$ cat src/rtl/div16by8_seq_if.sv
// div16by8_seq_if: operand/result bundle for the sequential divider.
//   master : producer/consumer side (drives start, N, D, ack)
//   slave  : divider side (drives ready, valid, Q, R, dz, ovf)
//   start/ready : operand handshake, N (2*WIDTH) and D (WIDTH) sampled on start & ready
//   valid/ack   : result handshake, Q/R/dz/ovf held while valid until ack
interface div16by8_seq_if #(parameter int WIDTH = 8);
  logic               start;
  logic [2*WIDTH-1:0] N;
  logic [WIDTH-1:0]   D;
  logic               ready;
  logic               valid;
  logic               ack;
  logic [WIDTH-1:0]   Q;
  logic [WIDTH-1:0]   R;
  logic               dz;
  logic               ovf;

  modport master (output start, N, D, ack, input ready, valid, Q, R, dz, ovf);
  modport slave  (input start, N, D, ack, output ready, valid, Q, R, dz, ovf);
endinterface

$ cat src/rtl/div16by8_seq.sv
// div16by8_seq: sequential restoring divider, 2*WIDTH-bit dividend by WIDTH-bit
// divisor, one quotient bit per clock.
//   clk  : rising-edge clock
//   rst  : synchronous active-high reset
//   bus  : div16by8_seq_if.slave (start/ready operand handshake, valid/ack result
//          handshake, Q quotient, R remainder, dz divide-by-zero, ovf overflow)
// Optional macro DIV_BACKTOBACK_EN: in DONE, ready follows ack so a new operand
// pair can be accepted on the same edge that retires the current result.
//
// state | meaning
// IDLE  | ready for operands, last result still visible on Q/R
// RUN   | restoring steps in progress, one quotient bit per edge
// DONE  | result valid, waiting for ack
module div16by8_seq #(
  parameter int WIDTH = 8
) (
  input  logic           clk,
  input  logic           rst,
  div16by8_seq_if.slave  bus
);
  localparam int CW = $clog2(WIDTH) + 1;

  typedef enum logic [1:0] {IDLE, RUN, DONE} state_t;

  state_t            state;
  logic              ready_q;
  logic              valid_q;
  logic              dz_q;
  logic              ovf_q;
  logic [WIDTH-1:0]  q_q;
  logic [WIDTH-1:0]  r_q;
  logic [WIDTH-1:0]  rem;
  logic [WIDTH-1:0]  shreg;
  logic [WIDTH-1:0]  d_q;
  logic [CW-1:0]     cnt;

  logic              ready_c;
  logic              accept;
  logic [WIDTH:0]    trial;
  logic [WIDTH:0]    diff;
  logic              ge;
  logic [WIDTH-1:0]  rem_nxt;
  logic [WIDTH-1:0]  sh_nxt;

  // One restoring step. The trial is WIDTH+1 bits because the shifted-in
  // remainder can exceed the divisor range before subtraction.
  always_comb begin
    trial   = {rem, shreg[WIDTH-1]};
    diff    = trial - {1'b0, d_q};
    ge      = (trial >= {1'b0, d_q});
    rem_nxt = ge ? diff[WIDTH-1:0] : trial[WIDTH-1:0];
    // dividend bits leave at the MSB while quotient bits enter at the LSB
    sh_nxt  = {shreg[WIDTH-2:0], ge};
  end

`ifdef DIV_BACKTOBACK_EN
  assign ready_c = ready_q | ((state == DONE) & bus.ack);
`else
  assign ready_c = ready_q;
`endif

  assign accept    = bus.start & ready_c;
  assign bus.ready = ready_c;
  assign bus.valid = valid_q;
  assign bus.Q     = q_q;
  assign bus.R     = r_q;
  assign bus.dz    = dz_q;
  assign bus.ovf   = ovf_q;

  always_ff @(posedge clk) begin
    if (rst) begin
      state   <= IDLE;
      ready_q <= 1'b1;
      valid_q <= 1'b0;
      dz_q    <= 1'b0;
      ovf_q   <= 1'b0;
      q_q     <= '0;
      r_q     <= '0;
      rem     <= '0;
      shreg   <= '0;
      d_q     <= '0;
      cnt     <= '0;
    end else begin
      case (state)
        RUN: begin
          rem   <= rem_nxt;
          shreg <= sh_nxt;
          cnt   <= cnt + CW'(1);
          if (cnt == CW'(WIDTH - 1)) begin
            state   <= DONE;
            valid_q <= 1'b1;
            q_q     <= sh_nxt;
            r_q     <= rem_nxt;
            dz_q    <= 1'b0;
            ovf_q   <= 1'b0;
          end
        end
        DONE: begin
          if (bus.ack) begin
            state   <= IDLE;
            valid_q <= 1'b0;
            ready_q <= 1'b1;
          end
        end
        default: ;
      endcase

      // Operand capture comes last so a back-to-back accept in DONE overrides
      // the ack return to IDLE above.
      if (accept) begin
        d_q     <= bus.D;
        ready_q <= 1'b0;
        if (bus.D == '0) begin
          state   <= DONE;
          valid_q <= 1'b1;
          dz_q    <= 1'b1;
          ovf_q   <= 1'b0;
          q_q     <= '1;
          r_q     <= bus.N[WIDTH-1:0];
        end else if (bus.N[2*WIDTH-1:WIDTH] >= bus.D) begin
          state   <= DONE;
          valid_q <= 1'b1;
          dz_q    <= 1'b0;
          ovf_q   <= 1'b1;
          q_q     <= '1;
          r_q     <= bus.N[WIDTH-1:0];
        end else begin
          state   <= RUN;
          valid_q <= 1'b0;
          rem     <= bus.N[2*WIDTH-1:WIDTH];
          shreg   <= bus.N[WIDTH-1:0];
          cnt     <= '0;
        end
      end
    end
  end
endmodule

$ cat src/flat_wrapper.sv
// flat-port wrapper written by rule: the top's interface ports become plain ports
module div16by8_seq_flat 
#(
  parameter int WIDTH = 8
)
  (clk, rst, bus_start, bus_N, bus_D, bus_ack, bus_ready, bus_valid, bus_Q, bus_R, bus_dz, bus_ovf);
  div16by8_seq_if #(.WIDTH(WIDTH)) bus_i ();
  input  logic clk;
  input  logic rst;
  input wire logic [$bits(bus_i.start)-1:0] bus_start;
  input wire logic [$bits(bus_i.N)-1:0] bus_N;
  input wire logic [$bits(bus_i.D)-1:0] bus_D;
  input wire logic [$bits(bus_i.ack)-1:0] bus_ack;
  output wire logic [$bits(bus_i.ready)-1:0] bus_ready;
  output wire logic [$bits(bus_i.valid)-1:0] bus_valid;
  output wire logic [$bits(bus_i.Q)-1:0] bus_Q;
  output wire logic [$bits(bus_i.R)-1:0] bus_R;
  output wire logic [$bits(bus_i.dz)-1:0] bus_dz;
  output wire logic [$bits(bus_i.ovf)-1:0] bus_ovf;
  assign bus_i.start = bus_start;
  assign bus_i.N = bus_N;
  assign bus_i.D = bus_D;
  assign bus_i.ack = bus_ack;
  assign bus_ready = bus_i.ready;
  assign bus_valid = bus_i.valid;
  assign bus_Q = bus_i.Q;
  assign bus_R = bus_i.R;
  assign bus_dz = bus_i.dz;
  assign bus_ovf = bus_i.ovf;
  div16by8_seq #(.WIDTH(WIDTH)) u_core (.clk(clk), .rst(rst), .bus(bus_i));
endmodule
$ cat config.mk
export PLATFORM = sky130hd
export DESIGN_NAME = div16by8_seq_flat
export DESIGN_NICKNAME = d
export VERILOG_FILES = /design/src/rtl/div16by8_seq_if.sv /design/src/rtl/div16by8_seq.sv /design/src/flat_wrapper.sv
export SDC_FILE = /design/constraint.sdc
export NUM_CORES = 1
export LEC_CHECK = 0
export BUFFER_PORTS_ARGS = -buffer_cell sky130_fd_sc_hd__buf_2
export CAP_MARGIN = 40
export CELL_PAD_IN_SITES_DETAIL_PLACEMENT = 1
export CELL_PAD_IN_SITES_GLOBAL_PLACEMENT = 2
export CORE_MARGIN = 5
export CORE_UTILIZATION = 33
export DETAILED_ROUTE_END_ITERATION = 16
export HOLD_SLACK_MARGIN = 0.08
export PLACE_DENSITY = 0.87
export RECOVER_POWER = 50
export SLEW_MARGIN = 20
export SYNTH_ARGS = -nofsm -noshare
export SYNTH_HDL_FRONTEND = slang
export SYNTH_SLANG_ARGS = --single-unit
$ cat constraint.sdc
create_clock -name clk -period 2.3 [get_ports clk]
set_input_delay 0.115 -clock clk [delete_from_list [all_inputs] [get_ports clk]]
set_output_delay 0.115 -clock clk [all_outputs]
set_load 0.02 [all_outputs]
==> metrics.md <==
| Metric | Value |
|---|---|
| Crit Reg-Reg Endpoint | u_core.rem[7]$_SDFF_PP0_ |
| Die width | 104.5 um |
| Static leakage | 1.466 nW |
| Starting Density | 0.3377 |
| Top cell type's share of synthesized area | 0.3331 |
| Reg-to-Reg Start | u_core.d_q[2]$_SDFFE_PP0P_ |
| Setup crit end kind | flop |
| DRC Markers | 0 |
| Top post-synthesis cells by area | dfxtp_1, ha_1, nand2_1 |
| Mapped cell area | 2945 um^2 |
| Crit path launch type | input pin |
| Minimum clock period | 2.228 ns |
| Fraction of registers with async set/reset | 0 |
| TritonCTS Buffers | 5 |
| Post-synth top cells | nand2_1, dfxtp_1, nor2_1 |
| Die area | 10920 um^2 |
| Clk_lat worst skew | 0.32 ns |
| Sink Count | 49 |
| Htree depth | 2 |
| Max-Cap Viols | 0 |
| Final core utilization | 0.4205 |
| Critical Path RT | 2.47 ns |
| R2R Setup Slk | 0.08 ns |
| Hold WC Path Type | in2reg |
| ANT nets after route | 0 |
| Met2 Track Usage GR | 0.3100 |
| Nets | 479 |
| Kind of critical path | in2reg |
| Io pins | 48 |
| Row cnt | 34 |
| Busiest grt layer | met2 |
| Status | finished clean |
| Final Max Tran Viols | 0 |
| Syn avg cell area | 8.136 um^2 |
| Worst path max stage delay | 0.53 ns |
| CP Max Fanout | 11 |
| Cell Pwr Density | 716.5 nW/um^2 |
| Post-synth EDFFs | 0 |
| Hold Vio Cnt, Final | 0 |
| First-pass GRT wire length | 15320 um |
| M1 GR Usage | 0.2093 |
| RSZ-0062 raised after global routing | true |
| Grt ovf | 0 |
| CTS Buffer Depth | 2 |
| Post-DP HPWL | 7175 um |
| Syn-to-layout area delta | 24.51% |
| Register area share after synthesis | 0.3331 |
| Max Clk Rate | 0.4488 GHz |
| CTS tree | done |
| Worst path top cell family by delay | compound AO/OA/AOI/OAI gates |
| WP data arrival | 2.39 ns |
| Antenna violations before repair | 0 |
| Slowest CP cell | dlygate4sd3_1 |
| Inserted Diodes | 0 |
| Fillers | 1059 |
| Met3 capacity usage during global routing | 0.01986 |
| Net Count, Synth | 410 |
| Hold Path Cell Cnt | 3 |
| CTS Root Cell | clkbuf_8 |
| Worst vdd ir | 0.0003233 V |
| Post-Route Skew | 0.01037 ns |
| PortBufs | 47 |
| Total power | 0.002627 W |
| Count leader, synth | nand2_1 |
| Final design area excluding fillers | 3667 um^2 |
| Mapped Cells | 362 |
| Worst Hold End | u_core.bus.R[3]$_SDFF_PP0_ |
| Yosys Warn Count | 0 |
| Gpl congestion | 0.8462 |
| CP Cell Sequence | dlygate4sd3_1 > clkbuf_1 > ha_1 > a2111o_1 > o2111a_1 > or3b_4 > nor2_1 > a311oi_2 |
| Tcrit/Tclk final | 0.9687 |
| Layout cells sized above 1 | 0.1968 |
| Total GRT Usage | 0.1713 |
| DR iter-0 viols | 172 |
| Crit. Startpoint | bus_N[10] |
| Largest net degree at the start of global routing | 42 |
| Post-synth cell types | 53 |
| Core ar. | 8721 um^2 |
| Vias in the first global route | 3065 |
| Hold wc startpoint | bus_N[3] |
| Routed len/inst | 17.89 um |
| Worst path bufs/invs | 2 |
| Leading area contributor after synthesis | dfxtp_1 |
| Via density | 5.443 |
| First-pass detailed-route iteration total | 4 |
| Vias | 2939 |
| Synth Flop Type | dfxtp_1 |
| Placed Area | 3392 um^2 |
| WL final | 9663 um |
| Slew margin rel. | 0.4809 |
| Worst reg2reg path depth | 8 |
| Worst slew pin tran | 0.7786 ns |
| Die boundary height | 104.5 um |
| Clk pin slew, worst setup/hold paths | 0.09 ns |
| Final count of negative-setup-slack endpoints | 0 |
| Synth Register Bits | 49 |
## worst max path at each step
stage                                             to  slack, ns  cells past startpoint
after floorplan           u_core.bus.R[6]$_SDFF_PP0_       0.27                      9
final                       u_core.rem[4]$_SDFF_PP0_       0.07                      8
after global placement      u_core.rem[4]$_SDFF_PP0_       0.01                      9
after global routing        u_core.rem[7]$_SDFF_PP0_      -0.09                      8
after CTS                 u_core.bus.R[6]$_SDFF_PP0_       0.01                     11
after detailed placement    u_core.rem[4]$_SDFF_PP0_     -0.006                      9
## kinds of logic after synthesis
family / Yosys count / synth area share
and+or+nand+nor: 135 / 0.2150
AOI/OAI and AO/OA: 100 / 0.2545
DFF: 49 / 0.3330
buffers and inverters: 43 / 0.06117
adders and majority gates: 20 / 0.08751
muxes: 10 / 0.03399
xor gates and xnor gates: 5 / 0.01487
## area by class of cell
cell class	count	area, um^2	area share
clock buffers	5	68.82	0.01876
clock inverters	3	43.79	0.01194
inverters	23	86.33	0.02354
multi-input cells	271	1848	0.5039
flip-flops and latches	49	982.2	0.2678
well taps	108	135.1	0.03685
repair buffers	81	503.0	0.1372
## sequential cells by signal (all words and copies together) (netlist names)
| register | count |
|---|---|
| u_core.bus.R | 8 |
| u_core.bus.ovf | 1 |
| u_core.rem | 8 |
| u_core.bus.dz | 1 |
| u_core.bus.valid | 1 |
| u_core.cnt | 4 |
| u_core.bus.Q | 8 |
| u_core.state | 1 |
| u_core.bus.ready | 1 |
| u_core.d_q | 8 |
| u_core.shreg | 8 |
## report_power, final
| part | switching [W] | internal, W |
|---|---|---|
| clock | 0.000319 | 0.000327 |
| sequential | 0.0000556 | 0.000925 |
| combinational | 0.000595 | 0.000406 |
| total | 0.000970 | 0.00166 |
## metal layers
layer,vias up,share of wire,wire length (um)
met5,-,0,0
met4,0,0.020,192
met3,13,0.038,365
met2,68,0.51,4893
met1,1422,0.44,4211
li1,1436,-,-
## worst min-delay path, delay by kind of cell
kind                   cells  cell delay (ns)
AND/OR/NAND/NOR            1             0.08
AO/OA/AOI/OAI              1             0.06
buffers and inverters      1             0.10
## cell usage in the layout, fill, tap and decap left out, drive strengths merged, types with 6 or more instances in the layout
master and n:
nand2 51, dfxtp 49, buf 47, nor2 36, clkbuf 27, a21oi 26
inv 24, ha 19, a211oi 18, dlygate4sd3 12, mux2i 10, nand3b 9
nor3 9, a31oi 8, o21ai 8, o41ai 6
## per-stage QoR
step	setup slack (ns)	setup TNS, ns	hold WS, ns	cells
global route	-0.09281	-0.2475	0.08704	540
global placement	0.01259	0	0.3887	518
finish	0.07201	0	0.07561	540
floorplan	0.2717	0	0.2510	362
CTS	0.01495	0	0.08050	538
detailed placement	-0.006212	-0.006212	0.3882	518
## repair_timing
item                                   4_1_cts  5_1_grt
setup endpoints to repair                    6       20
endpoints found under the hold margin       12        0
hold buffers                                12        0
cloned                                       0        1
pin swaps                                    0        3
buffers inserted                             0        1
resized for setup                            2       15
Power figures use the tool's default switching activity.
